`src/rtl/exe_stage_mc_pkg.sv`:
```
// Shared definitions for the multi-cycle execute stage: ALU command
// encodings, status-register bit positions and the control FSM states.
package exe_pkg;

  // ALU command encodings carried on ex_cmd
  localparam logic [3:0] CMD_MOV = 4'b0001;
  localparam logic [3:0] CMD_ADD = 4'b0010;
  localparam logic [3:0] CMD_ADC = 4'b0011;
  localparam logic [3:0] CMD_SUB = 4'b0100;
  localparam logic [3:0] CMD_SBC = 4'b0101;
  localparam logic [3:0] CMD_AND = 4'b0110;
  localparam logic [3:0] CMD_ORR = 4'b0111;
  localparam logic [3:0] CMD_EOR = 4'b1000;
  localparam logic [3:0] CMD_MVN = 4'b1001;

  // Status register layout {Z,C,N,V}
  localparam int SR_Z = 3;
  localparam int SR_C = 2;
  localparam int SR_N = 1;
  localparam int SR_V = 0;

  // Control FSM: IDLE accepts work, MUL iterates, DONE waits for the output slot
  typedef enum logic [1:0] {
    ST_IDLE = 2'd0,
    ST_MUL  = 2'd1,
    ST_DONE = 2'd2
  } exe_state_t;

endpackage

```
`src/rtl/exe_stage_mc_if.sv`:
```
// Bundle of the execute stage's upstream, downstream and control signals.
//
// Handshake: a transfer happens on a rising edge where both valid and ready
// are high. Upstream: in_valid/in_ready; in_ready never depends on in_valid.
// Downstream: out_valid/out_ready; once out_valid is high the output fields
// stay constant until the edge where out_ready is also high.
// fsm_state and mul_busy are observation-only debug signals.
interface exe_stage_mc_if #(
  parameter int WORD_WIDTH       = 32,
  parameter int SIGNED_IMM_WIDTH = 24,
  parameter int REG_ADDR_WIDTH   = 4
) ();

  logic                        flush;
  logic                        in_valid;
  logic                        in_ready;
  logic                        mem_read_in;
  logic                        mem_write_in;
  logic                        wb_en_in;
  logic                        b_in;
  logic                        s_in;
  logic                        mul_in;
  logic                        acc_in;
  logic [3:0]                  ex_cmd;
  logic [3:0]                  sr_in;
  logic [WORD_WIDTH-1:0]       val1;
  logic [WORD_WIDTH-1:0]       val2;
  logic [WORD_WIDTH-1:0]       val_acc;
  logic [WORD_WIDTH-1:0]       val_rm_in;
  logic [WORD_WIDTH-1:0]       pc_in;
  logic [SIGNED_IMM_WIDTH-1:0] signed_imm;
  logic [REG_ADDR_WIDTH-1:0]   dst_in;

  logic                        out_valid;
  logic                        out_ready;
  logic [WORD_WIDTH-1:0]       alu_res;
  logic [WORD_WIDTH-1:0]       val_rm_out;
  logic [WORD_WIDTH-1:0]       branch_addr;
  logic [3:0]                  sr_out;
  logic                        sr_we;
  logic                        mem_read_out;
  logic                        mem_write_out;
  logic                        wb_en_out;
  logic                        b_out;
  logic [REG_ADDR_WIDTH-1:0]   dst_out;

  exe_pkg::exe_state_t         fsm_state;
  logic                        mul_busy;

  // Stage side
  modport slave (
    input  flush, in_valid, mem_read_in, mem_write_in, wb_en_in, b_in, s_in,
           mul_in, acc_in, ex_cmd, sr_in, val1, val2, val_acc, val_rm_in,
           pc_in, signed_imm, dst_in, out_ready,
    output in_ready, out_valid, alu_res, val_rm_out, branch_addr, sr_out,
           sr_we, mem_read_out, mem_write_out, wb_en_out, b_out, dst_out,
           fsm_state, mul_busy
  );

  // Pipeline / environment side
  modport master (
    output flush, in_valid, mem_read_in, mem_write_in, wb_en_in, b_in, s_in,
           mul_in, acc_in, ex_cmd, sr_in, val1, val2, val_acc, val_rm_in,
           pc_in, signed_imm, dst_in, out_ready,
    input  in_ready, out_valid, alu_res, val_rm_out, branch_addr, sr_out,
           sr_we, mem_read_out, mem_write_out, wb_en_out, b_out, dst_out,
           fsm_state, mul_busy
  );

endinterface

```
`src/rtl/exe_iter_mul.sv`:
```
// Iterative shift-add multiplier. Each busy cycle retires BITS_PER_CYCLE
// bits of the multiplier; the multiplicand is pre-shifted so every partial
// product lands directly in the low WIDTH bits of the running sum.
module exe_iter_mul #(
  parameter int WIDTH          = 32,
  parameter int BITS_PER_CYCLE = 4
) (
  input  logic             clk,
  input  logic             rst,
  input  logic             abort,
  input  logic             start,
  input  logic [WIDTH-1:0] multiplicand,
  input  logic [WIDTH-1:0] multiplier,
  input  logic [WIDTH-1:0] addend,
  output logic [WIDTH-1:0] product,
  output logic             busy,
  output logic             done
);

  localparam int ITERS = WIDTH / BITS_PER_CYCLE;
  localparam int CNT_W = (ITERS > 1) ? $clog2(ITERS) : 1;

  logic [WIDTH-1:0] mcand_q;
  logic [WIDTH-1:0] mplier_q;
  logic [WIDTH-1:0] prod_q;
  logic [WIDTH-1:0] digit;
  logic [WIDTH-1:0] partial;
  logic [CNT_W-1:0] cnt_q;
  logic             busy_q;

  // Current multiplier digit zero-extended, times the shifted multiplicand
  always_comb begin
    digit                       = '0;
    digit[BITS_PER_CYCLE-1:0]   = mplier_q[BITS_PER_CYCLE-1:0];
    partial                     = mcand_q * digit;
  end

  // done marks the final iteration; product is complete after this edge
  assign done    = busy_q & (cnt_q == CNT_W'(ITERS - 1));
  assign busy    = busy_q;
  assign product = prod_q;

  // Operand latch on start, one accumulate step per busy cycle
  always_ff @(posedge clk) begin
    if (rst) begin
      mcand_q  <= '0;
      mplier_q <= '0;
      prod_q   <= '0;
      cnt_q    <= '0;
      busy_q   <= 1'b0;
    end else if (abort) begin
      cnt_q    <= '0;
      busy_q   <= 1'b0;
    end else if (start) begin
      mcand_q  <= multiplicand;
      mplier_q <= multiplier;
      prod_q   <= addend;
      cnt_q    <= '0;
      busy_q   <= 1'b1;
    end else if (busy_q) begin
      prod_q   <= prod_q + partial;
      mcand_q  <= mcand_q << BITS_PER_CYCLE;
      mplier_q <= mplier_q >> BITS_PER_CYCLE;
      if (done) begin
        cnt_q  <= '0;
        busy_q <= 1'b0;
      end else begin
        cnt_q  <= cnt_q + 1'b1;
      end
    end
  end

endmodule

```
`src/rtl/exe_stage_mc.sv`:
```
// Multi-cycle execute stage: single-cycle ALU, iterative MUL/MLA, branch
// target adder and an integrated EXE/MEM output register with valid/ready.
module exe_stage_mc
  import exe_pkg::*;
#(
  parameter int WORD_WIDTH         = 32,
  parameter int SIGNED_IMM_WIDTH   = 24,
  parameter int REG_ADDR_WIDTH     = 4,
  parameter int MUL_BITS_PER_CYCLE = 4
) (
  input logic           clk,
  input logic           rst,
  exe_stage_mc_if.slave bus
);

  localparam int W = WORD_WIDTH;

  exe_state_t state_q, state_d;

  logic slot_free, in_ready, accept, accept_alu, accept_mul, load_mul;

  // ALU combinational results
  logic [W-1:0] alu_res_c;
  logic [3:0]   alu_sr_c;
  logic [W:0]   sum_c;
  logic         upd_nz;
  logic [W-1:0] branch_c;

  // Multiplier interface
  logic [W-1:0] mul_addend, mul_product;
  logic         mul_busy, mul_done;

  // Instruction fields held while the multiply runs
  logic                      p_mem_read, p_mem_write, p_wb_en, p_b, p_s;
  logic                      p_c, p_v;
  logic [W-1:0]              p_val_rm, p_branch;
  logic [REG_ADDR_WIDTH-1:0] p_dst;

  // Output register
  logic                      out_valid_q;
  logic [W-1:0]              alu_res_q, val_rm_q, branch_q;
  logic [3:0]                sr_q;
  logic                      sr_we_q, mem_read_q, mem_write_q, wb_en_q, b_q;
  logic [REG_ADDR_WIDTH-1:0] dst_q;

  assign slot_free  = !out_valid_q | bus.out_ready;
  assign in_ready   = (state_q == ST_IDLE) & slot_free & !bus.flush;
  assign accept     = bus.in_valid & in_ready;
  assign accept_alu = accept & !bus.mul_in;
  assign accept_mul = accept & bus.mul_in;
  assign load_mul   = (state_q == ST_DONE) & slot_free & !bus.flush;

  assign branch_c = bus.pc_in
                  + {{(W - SIGNED_IMM_WIDTH){bus.signed_imm[SIGNED_IMM_WIDTH-1]}}, bus.signed_imm};

  assign mul_addend = bus.acc_in ? bus.val_acc : '0;

  exe_iter_mul #(
    .WIDTH          (W),
    .BITS_PER_CYCLE (MUL_BITS_PER_CYCLE)
  ) u_mul (
    .clk          (clk),
    .rst          (rst),
    .abort        (bus.flush),
    .start        (accept_mul),
    .multiplicand (bus.val1),
    .multiplier   (bus.val2),
    .addend       (mul_addend),
    .product      (mul_product),
    .busy         (mul_busy),
    .done         (mul_done)
  );

  // Single-cycle ALU; C/V only change for the add/sub group
  always_comb begin
    alu_res_c = '0;
    alu_sr_c  = bus.sr_in;
    sum_c     = '0;
    upd_nz    = 1'b1;
    case (bus.ex_cmd)
      CMD_MOV: alu_res_c = bus.val2;
      CMD_MVN: alu_res_c = ~bus.val2;
      CMD_ADD, CMD_ADC: begin
        sum_c = {1'b0, bus.val1} + {1'b0, bus.val2}
              + {{W{1'b0}}, (bus.ex_cmd == CMD_ADC) & bus.sr_in[SR_C]};
        alu_res_c      = sum_c[W-1:0];
        alu_sr_c[SR_C] = sum_c[W];
        alu_sr_c[SR_V] = (bus.val1[W-1] == bus.val2[W-1]) & (sum_c[W-1] != bus.val1[W-1]);
      end
      CMD_SUB, CMD_SBC: begin
        // a - b - borrow computed as a + ~b + carry, ARM carry = not-borrow
        sum_c = {1'b0, bus.val1} + {1'b0, ~bus.val2}
              + {{W{1'b0}}, (bus.ex_cmd == CMD_SUB) | bus.sr_in[SR_C]};
        alu_res_c      = sum_c[W-1:0];
        alu_sr_c[SR_C] = sum_c[W];
        alu_sr_c[SR_V] = (bus.val1[W-1] != bus.val2[W-1]) & (sum_c[W-1] != bus.val1[W-1]);
      end
      CMD_AND: alu_res_c = bus.val1 & bus.val2;
      CMD_ORR: alu_res_c = bus.val1 | bus.val2;
      CMD_EOR: alu_res_c = bus.val1 ^ bus.val2;
      default: upd_nz = 1'b0;
    endcase
    if (upd_nz) begin
      alu_sr_c[SR_N] = alu_res_c[W-1];
      alu_sr_c[SR_Z] = (alu_res_c == '0);
    end
  end

  // FSM state register
  always_ff @(posedge clk) begin
    if (rst) state_q <= ST_IDLE;
    else     state_q <= state_d;
  end

  // FSM next state; flush aborts whatever is in flight
  always_comb begin
    state_d = state_q;
    case (state_q)
      ST_IDLE: if (accept_mul) state_d = ST_MUL;
      ST_MUL:  if (mul_done)   state_d = ST_DONE;
      ST_DONE: if (slot_free)  state_d = ST_IDLE;
      default: state_d = ST_IDLE;
    endcase
    if (bus.flush) state_d = ST_IDLE;
  end

  // Capture the multiply's non-arithmetic fields at accept
  always_ff @(posedge clk) begin
    if (rst) begin
      p_mem_read  <= 1'b0;
      p_mem_write <= 1'b0;
      p_wb_en     <= 1'b0;
      p_b         <= 1'b0;
      p_s         <= 1'b0;
      p_c         <= 1'b0;
      p_v         <= 1'b0;
      p_val_rm    <= '0;
      p_branch    <= '0;
      p_dst       <= '0;
    end else if (accept_mul) begin
      p_mem_read  <= bus.mem_read_in;
      p_mem_write <= bus.mem_write_in;
      p_wb_en     <= bus.wb_en_in;
      p_b         <= bus.b_in;
      p_s         <= bus.s_in;
      p_c         <= bus.sr_in[SR_C];
      p_v         <= bus.sr_in[SR_V];
      p_val_rm    <= bus.val_rm_in;
      p_branch    <= branch_c;
      p_dst       <= bus.dst_in;
    end
  end

  // EXE/MEM output register: load on a produced result, else drain on out_ready
  always_ff @(posedge clk) begin
    if (rst) begin
      out_valid_q <= 1'b0;
      alu_res_q   <= '0;
      val_rm_q    <= '0;
      branch_q    <= '0;
      sr_q        <= '0;
      sr_we_q     <= 1'b0;
      mem_read_q  <= 1'b0;
      mem_write_q <= 1'b0;
      wb_en_q     <= 1'b0;
      b_q         <= 1'b0;
      dst_q       <= '0;
    end else begin
      if (bus.flush)                  out_valid_q <= 1'b0;
      else if (accept_alu | load_mul) out_valid_q <= 1'b1;
      else if (bus.out_ready)         out_valid_q <= 1'b0;

      if (accept_alu) begin
        alu_res_q   <= alu_res_c;
        sr_q        <= alu_sr_c;
        val_rm_q    <= bus.val_rm_in;
        branch_q    <= branch_c;
        sr_we_q     <= bus.s_in;
        mem_read_q  <= bus.mem_read_in;
        mem_write_q <= bus.mem_write_in;
        wb_en_q     <= bus.wb_en_in;
        b_q         <= bus.b_in;
        dst_q       <= bus.dst_in;
      end else if (load_mul) begin
        alu_res_q   <= mul_product;
        sr_q        <= {(mul_product == '0), p_c, mul_product[W-1], p_v};
        val_rm_q    <= p_val_rm;
        branch_q    <= p_branch;
        sr_we_q     <= p_s;
        mem_read_q  <= p_mem_read;
        mem_write_q <= p_mem_write;
        wb_en_q     <= p_wb_en;
        b_q         <= p_b;
        dst_q       <= p_dst;
      end
    end
  end

  assign bus.in_ready      = in_ready;
  assign bus.out_valid     = out_valid_q;
  assign bus.alu_res       = alu_res_q;
  assign bus.val_rm_out    = val_rm_q;
  assign bus.branch_addr   = branch_q;
  assign bus.sr_out        = sr_q;
  assign bus.sr_we         = sr_we_q;
  assign bus.mem_read_out  = mem_read_q;
  assign bus.mem_write_out = mem_write_q;
  assign bus.wb_en_out     = wb_en_q;
  assign bus.b_out         = b_q;
  assign bus.dst_out       = dst_q;
  assign bus.fsm_state     = state_q;
  assign bus.mul_busy      = mul_busy;

endmodule

```
`src/flat_wrapper.sv`:
```
// flat-port wrapper written by rule: the top's interface ports become plain ports
module exe_stage_mc_flat import exe_pkg::*;
#(
  parameter int WORD_WIDTH         = 32,
  parameter int SIGNED_IMM_WIDTH   = 24,
  parameter int REG_ADDR_WIDTH     = 4,
  parameter int MUL_BITS_PER_CYCLE = 4
)
  (clk, rst, bus_flush, bus_in_valid, bus_mem_read_in, bus_mem_write_in, bus_wb_en_in, bus_b_in, bus_s_in, bus_mul_in, bus_acc_in, bus_ex_cmd, bus_sr_in, bus_val1, bus_val2, bus_val_acc, bus_val_rm_in, bus_pc_in, bus_signed_imm, bus_dst_in, bus_out_ready, bus_in_ready, bus_out_valid, bus_alu_res, bus_val_rm_out, bus_branch_addr, bus_sr_out, bus_sr_we, bus_mem_read_out, bus_mem_write_out, bus_wb_en_out, bus_b_out, bus_dst_out, bus_fsm_state, bus_mul_busy);
  exe_stage_mc_if #(.WORD_WIDTH(WORD_WIDTH), .SIGNED_IMM_WIDTH(SIGNED_IMM_WIDTH), .REG_ADDR_WIDTH(REG_ADDR_WIDTH)) bus_i ();
  input logic clk;
  input logic rst;
  input wire logic [$bits(bus_i.flush)-1:0] bus_flush;
  input wire logic [$bits(bus_i.in_valid)-1:0] bus_in_valid;
  input wire logic [$bits(bus_i.mem_read_in)-1:0] bus_mem_read_in;
  input wire logic [$bits(bus_i.mem_write_in)-1:0] bus_mem_write_in;
  input wire logic [$bits(bus_i.wb_en_in)-1:0] bus_wb_en_in;
  input wire logic [$bits(bus_i.b_in)-1:0] bus_b_in;
  input wire logic [$bits(bus_i.s_in)-1:0] bus_s_in;
  input wire logic [$bits(bus_i.mul_in)-1:0] bus_mul_in;
  input wire logic [$bits(bus_i.acc_in)-1:0] bus_acc_in;
  input wire logic [$bits(bus_i.ex_cmd)-1:0] bus_ex_cmd;
  input wire logic [$bits(bus_i.sr_in)-1:0] bus_sr_in;
  input wire logic [$bits(bus_i.val1)-1:0] bus_val1;
  input wire logic [$bits(bus_i.val2)-1:0] bus_val2;
  input wire logic [$bits(bus_i.val_acc)-1:0] bus_val_acc;
  input wire logic [$bits(bus_i.val_rm_in)-1:0] bus_val_rm_in;
  input wire logic [$bits(bus_i.pc_in)-1:0] bus_pc_in;
  input wire logic [$bits(bus_i.signed_imm)-1:0] bus_signed_imm;
  input wire logic [$bits(bus_i.dst_in)-1:0] bus_dst_in;
  input wire logic [$bits(bus_i.out_ready)-1:0] bus_out_ready;
  output wire logic [$bits(bus_i.in_ready)-1:0] bus_in_ready;
  output wire logic [$bits(bus_i.out_valid)-1:0] bus_out_valid;
  output wire logic [$bits(bus_i.alu_res)-1:0] bus_alu_res;
  output wire logic [$bits(bus_i.val_rm_out)-1:0] bus_val_rm_out;
  output wire logic [$bits(bus_i.branch_addr)-1:0] bus_branch_addr;
  output wire logic [$bits(bus_i.sr_out)-1:0] bus_sr_out;
  output wire logic [$bits(bus_i.sr_we)-1:0] bus_sr_we;
  output wire logic [$bits(bus_i.mem_read_out)-1:0] bus_mem_read_out;
  output wire logic [$bits(bus_i.mem_write_out)-1:0] bus_mem_write_out;
  output wire logic [$bits(bus_i.wb_en_out)-1:0] bus_wb_en_out;
  output wire logic [$bits(bus_i.b_out)-1:0] bus_b_out;
  output wire logic [$bits(bus_i.dst_out)-1:0] bus_dst_out;
  output wire logic [$bits(bus_i.fsm_state)-1:0] bus_fsm_state;
  output wire logic [$bits(bus_i.mul_busy)-1:0] bus_mul_busy;
  assign bus_i.flush = bus_flush;
  assign bus_i.in_valid = bus_in_valid;
  assign bus_i.mem_read_in = bus_mem_read_in;
  assign bus_i.mem_write_in = bus_mem_write_in;
  assign bus_i.wb_en_in = bus_wb_en_in;
  assign bus_i.b_in = bus_b_in;
  assign bus_i.s_in = bus_s_in;
  assign bus_i.mul_in = bus_mul_in;
  assign bus_i.acc_in = bus_acc_in;
  assign bus_i.ex_cmd = bus_ex_cmd;
  assign bus_i.sr_in = bus_sr_in;
  assign bus_i.val1 = bus_val1;
  assign bus_i.val2 = bus_val2;
  assign bus_i.val_acc = bus_val_acc;
  assign bus_i.val_rm_in = bus_val_rm_in;
  assign bus_i.pc_in = bus_pc_in;
  assign bus_i.signed_imm = bus_signed_imm;
  assign bus_i.dst_in = bus_dst_in;
  assign bus_i.out_ready = bus_out_ready;
  assign bus_in_ready = bus_i.in_ready;
  assign bus_out_valid = bus_i.out_valid;
  assign bus_alu_res = bus_i.alu_res;
  assign bus_val_rm_out = bus_i.val_rm_out;
  assign bus_branch_addr = bus_i.branch_addr;
  assign bus_sr_out = bus_i.sr_out;
  assign bus_sr_we = bus_i.sr_we;
  assign bus_mem_read_out = bus_i.mem_read_out;
  assign bus_mem_write_out = bus_i.mem_write_out;
  assign bus_wb_en_out = bus_i.wb_en_out;
  assign bus_b_out = bus_i.b_out;
  assign bus_dst_out = bus_i.dst_out;
  assign bus_fsm_state = bus_i.fsm_state;
  assign bus_mul_busy = bus_i.mul_busy;
  exe_stage_mc #(.WORD_WIDTH(WORD_WIDTH), .SIGNED_IMM_WIDTH(SIGNED_IMM_WIDTH), .REG_ADDR_WIDTH(REG_ADDR_WIDTH), .MUL_BITS_PER_CYCLE(MUL_BITS_PER_CYCLE)) u_core (.clk(clk), .rst(rst), .bus(bus_i));
endmodule
```
`config.mk`:
```
export PLATFORM = sky130hd
export DESIGN_NAME = exe_stage_mc_flat
export DESIGN_NICKNAME = d
export VERILOG_FILES = /design/src/rtl/exe_stage_mc_pkg.sv /design/src/rtl/exe_stage_mc_if.sv /design/src/rtl/exe_iter_mul.sv /design/src/rtl/exe_stage_mc.sv /design/src/flat_wrapper.sv
export SDC_FILE = /design/constraint.sdc
export NUM_CORES = 1
export LEC_CHECK = 0
export ABC_AREA = 1
export CAP_MARGIN = 20
export CELL_PAD_IN_SITES_DETAIL_PLACEMENT = 1
export CELL_PAD_IN_SITES_GLOBAL_PLACEMENT = 1
export CORE_UTILIZATION = 37
export CTS_BUF_LIST = sky130_fd_sc_hd__clkbuf_8
export CTS_CLUSTER_SIZE = 10
export DETAILED_ROUTE_END_ITERATION = 8
export PLACE_DENSITY_LB_ADDON = 0.12
export SYNTH_ARGS = -nofsm -noshare
export SYNTH_HDL_FRONTEND = slang
export SYNTH_SLANG_ARGS = --single-unit
```
`constraint.sdc`:
```
create_clock -name clk -period 4.2 [get_ports clk]
set_input_delay 0.84 -clock clk [delete_from_list [all_inputs] [get_ports clk]]
set_output_delay 0.84 -clock clk [all_outputs]
set_load 0.005 [all_outputs]
```
==> qor.yml <==
status: "completed"
gp_congestion: 0.964
cp-start-kind: "register"
synth_area_leaders: "dfxtp_1 (24%), nand2_1 (17%), inv_1 (8.8%), ha_1 (8.4%), fa_1 (7.5%)"
cts.clk_slew.worst_paths_ns: 0.07
clk_latency_ns: 0.73
initial_core_util: 0.377
leakagePower_nw: 15.6
min_path_type: "reg2reg"
slew_viol_final: 0
grt_max_degree: 138
post-route-util: 0.499
vias: 27800
rsz0062_at_grt: "yes"
syn_area_per_cell_um2: 6.36
max_freq_mhz: 239
fin_skew_ns: 0.0459
fp.coreArea_um2: 64700
drc: 0
avgViaCountPerCell: 5.30
tightest_slew_ns: 0.876
cts_max_level: 2
grt_usage: 0.311
reg2reg_depth: 20
period_share: 0.998
max_cap_violations: 0
path_class: "reg2reg"
syn2layout_area_growth_pct: 32.6
synth_most_common_cell: "nand2_1"
hold_depth: 2
async_reset_ff_frac: 0
multi_input_area_um2: 16100
hold_buffers: 0
synth_top_area_share: 0.236
critPathCaptureType: "register"
cts_buffers: 56
grt_antenna_before_repair: 5
rows: 93
io_pins: 322
fin_tns_setup_ns: 0
overflow: 0
synth_edf_count: 0
die_width_um: 259
finish.net_count: 4805
wl_per_cell_um: 20.7
synth-seq-area-share: 0.236
ys.flop_type: "dfxtp_1"
filler_cell_count: 8581
netlist_instances: 3829
crit_fanout: 6
arrival_ns: 4.85
drt-total-wl_um: 109000
netlist_top_cells_count: "nand2_1 (1089), inv_1 (570), nor2_1 (327), dfxtp_1 (287), o21ai_0 (262)"
ys_warn_count: 0
ant_nets: 0
yosysTopAreaCell: "dfxtp_1"
clockRootBuffer: "clkbuf_8"
drt_iter0_drc: 1751
cts_sinks: 287
regArea_um2: 5760
min_period_ns: 4.19
first_global_vias: 27900
ir_worst_vdd_mv: 0.260
synth_seq_cells: 287
dp_hpwl_um: 83000
first_pass_iters: 5
cts_tree: "done"
final-setup-viol-count: 0
slew_headroom: 0.416
clockBufferDepth: 3
portBuffers: 321
die_y_um: 259
synth_cell_types: 54
power.density_nw_per_um2: 278
drive_above_1_share: 0.123
syn_nets: 4291
grt_pass1_wl_um: 162000
finalHoldViolCount: 0
syn_area_um2: 24400
die_area_um2: 66900
crit_required_ns: 4.86
## through the flow
stage                     std cells  hold WS, ns  setup WS [ns]  power [W]  instance area (um2)
after global placement         5124        0.453      -0.000505    0.00550                30300
final                          5248        0.466        0.00950    0.00899                32300
after detailed placement       5124        0.461        -0.0791    0.00554                30300
after floorplan                3829        0.441         0.0413    0.00432                24400
after global routing           5248        0.494         -0.154    0.00944                32300
after CTS                      5230        0.468         0.0129    0.00897                31600
## report_power, final
group	leakage, nW	internal, W	switching (W)
clock network	0.736	0.00190	0.00148
logic	12.5	0.00107	0.00154
registers	2.35	0.00286	0.000138
total	15.6	0.00584	0.00315
## sequential cells by signal, indices dropped and copies added (netlist names), 4 cells and up
signal / flops
u_core.p_dst: 4
u_core.bus.dst_out: 4
u_core.bus.branch_addr: 32
u_core.bus.val_rm_out: 32
u_core.bus.sr_out: 4
u_core.u_mul.mcand_q: 32
u_core.bus.alu_res: 32
u_core.u_mul.mplier_q: 32
u_core.p_val_rm: 32
u_core.u_mul.product: 32
u_core.p_branch: 32
## critical path, stage by stage, from the launching register on
cell	delay, ns
dfxtp_4	0.39
buf_12	0.14
clkbuf_16	0.15
nand2_1	0.07
fa_1	0.52
inv_1	0.08
fa_1	0.40
fa_1	0.48
ha_1	0.36
nand2_2	0.12
buf_4	0.11
nor2_1	0.05
nor2_1	0.11
nand2_1	0.09
buf_4	0.14
a21oi_1	0.15
inv_1	0.10
a21oi_1	0.23
xnor2_1	0.18
nand2_1	0.10
a31oi_1	0.16
## cells by family after synthesis
family                   share of synthesized area
XOR/XNOR                                    0.0162
buffers and inverters                        0.122
AND/OR/NAND/NOR                              0.280
AO/OA/AOI/OAI                                0.187
adder cells (fa/ha/maj)                      0.159
flip-flops                                   0.236
## layout make-up
type	count	area share
clock inverter	38	0.0119
multi-input combinational	2780	0.499
timing repair buffer	637	0.181
sequential	287	0.178
clock buffer	67	0.0286
tap	855	0.0331
antenna	3	0.000232
inverter	581	0.0678
## layout by cell type, fill, tap and decap left out, drive strengths merged, types with 91 or more instances in the layout
master         instances
o21ai                279
buf                  312
ha                   163
nor2                 337
a21oi                168
a31oi                186
clkdlybuf4s50        320
dfxtp                287
inv                  600
fa                    91
nand2               1096
nand3                184
## path summary, 6_finish.rpt
kind,from,end,slack (ns)
worst max register to register,u_core.u_mul.mplier_q[3]$_SDFFE_PP0P_,u_core.u_mul.product[19]$_SDFFE_PP0P_,0.009
worst min-delay path,u_core.p_branch[3]$_SDFFE_PP0P_,u_core.p_branch[3]$_SDFFE_PP0P_,0.47
worst min register to register,u_core.p_branch[3]$_SDFFE_PP0P_,u_core.p_branch[3]$_SDFFE_PP0P_,0.47
worst max-delay path,u_core.u_mul.mplier_q[3]$_SDFFE_PP0P_,u_core.u_mul.product[19]$_SDFFE_PP0P_,0.009
## per-layer routing
metal | part of all wire | track usage
met1 | 0.44 | 0.415
met3 | 0.052 | 0.0409
met2 | 0.47 | 0.513
met4 | 0.033 | 0.107
met5 | 0.00027 | 0
## timing repair
item / in CTS / in global routing
buffers inserted: 1 / 10
gates resized for setup: 4 / 99
pin swaps: 1 / 44
gates cloned: 0 / 6
setup endpoints to repair: 5 / 20
Note: power is estimated with default switching activity, not from simulation.
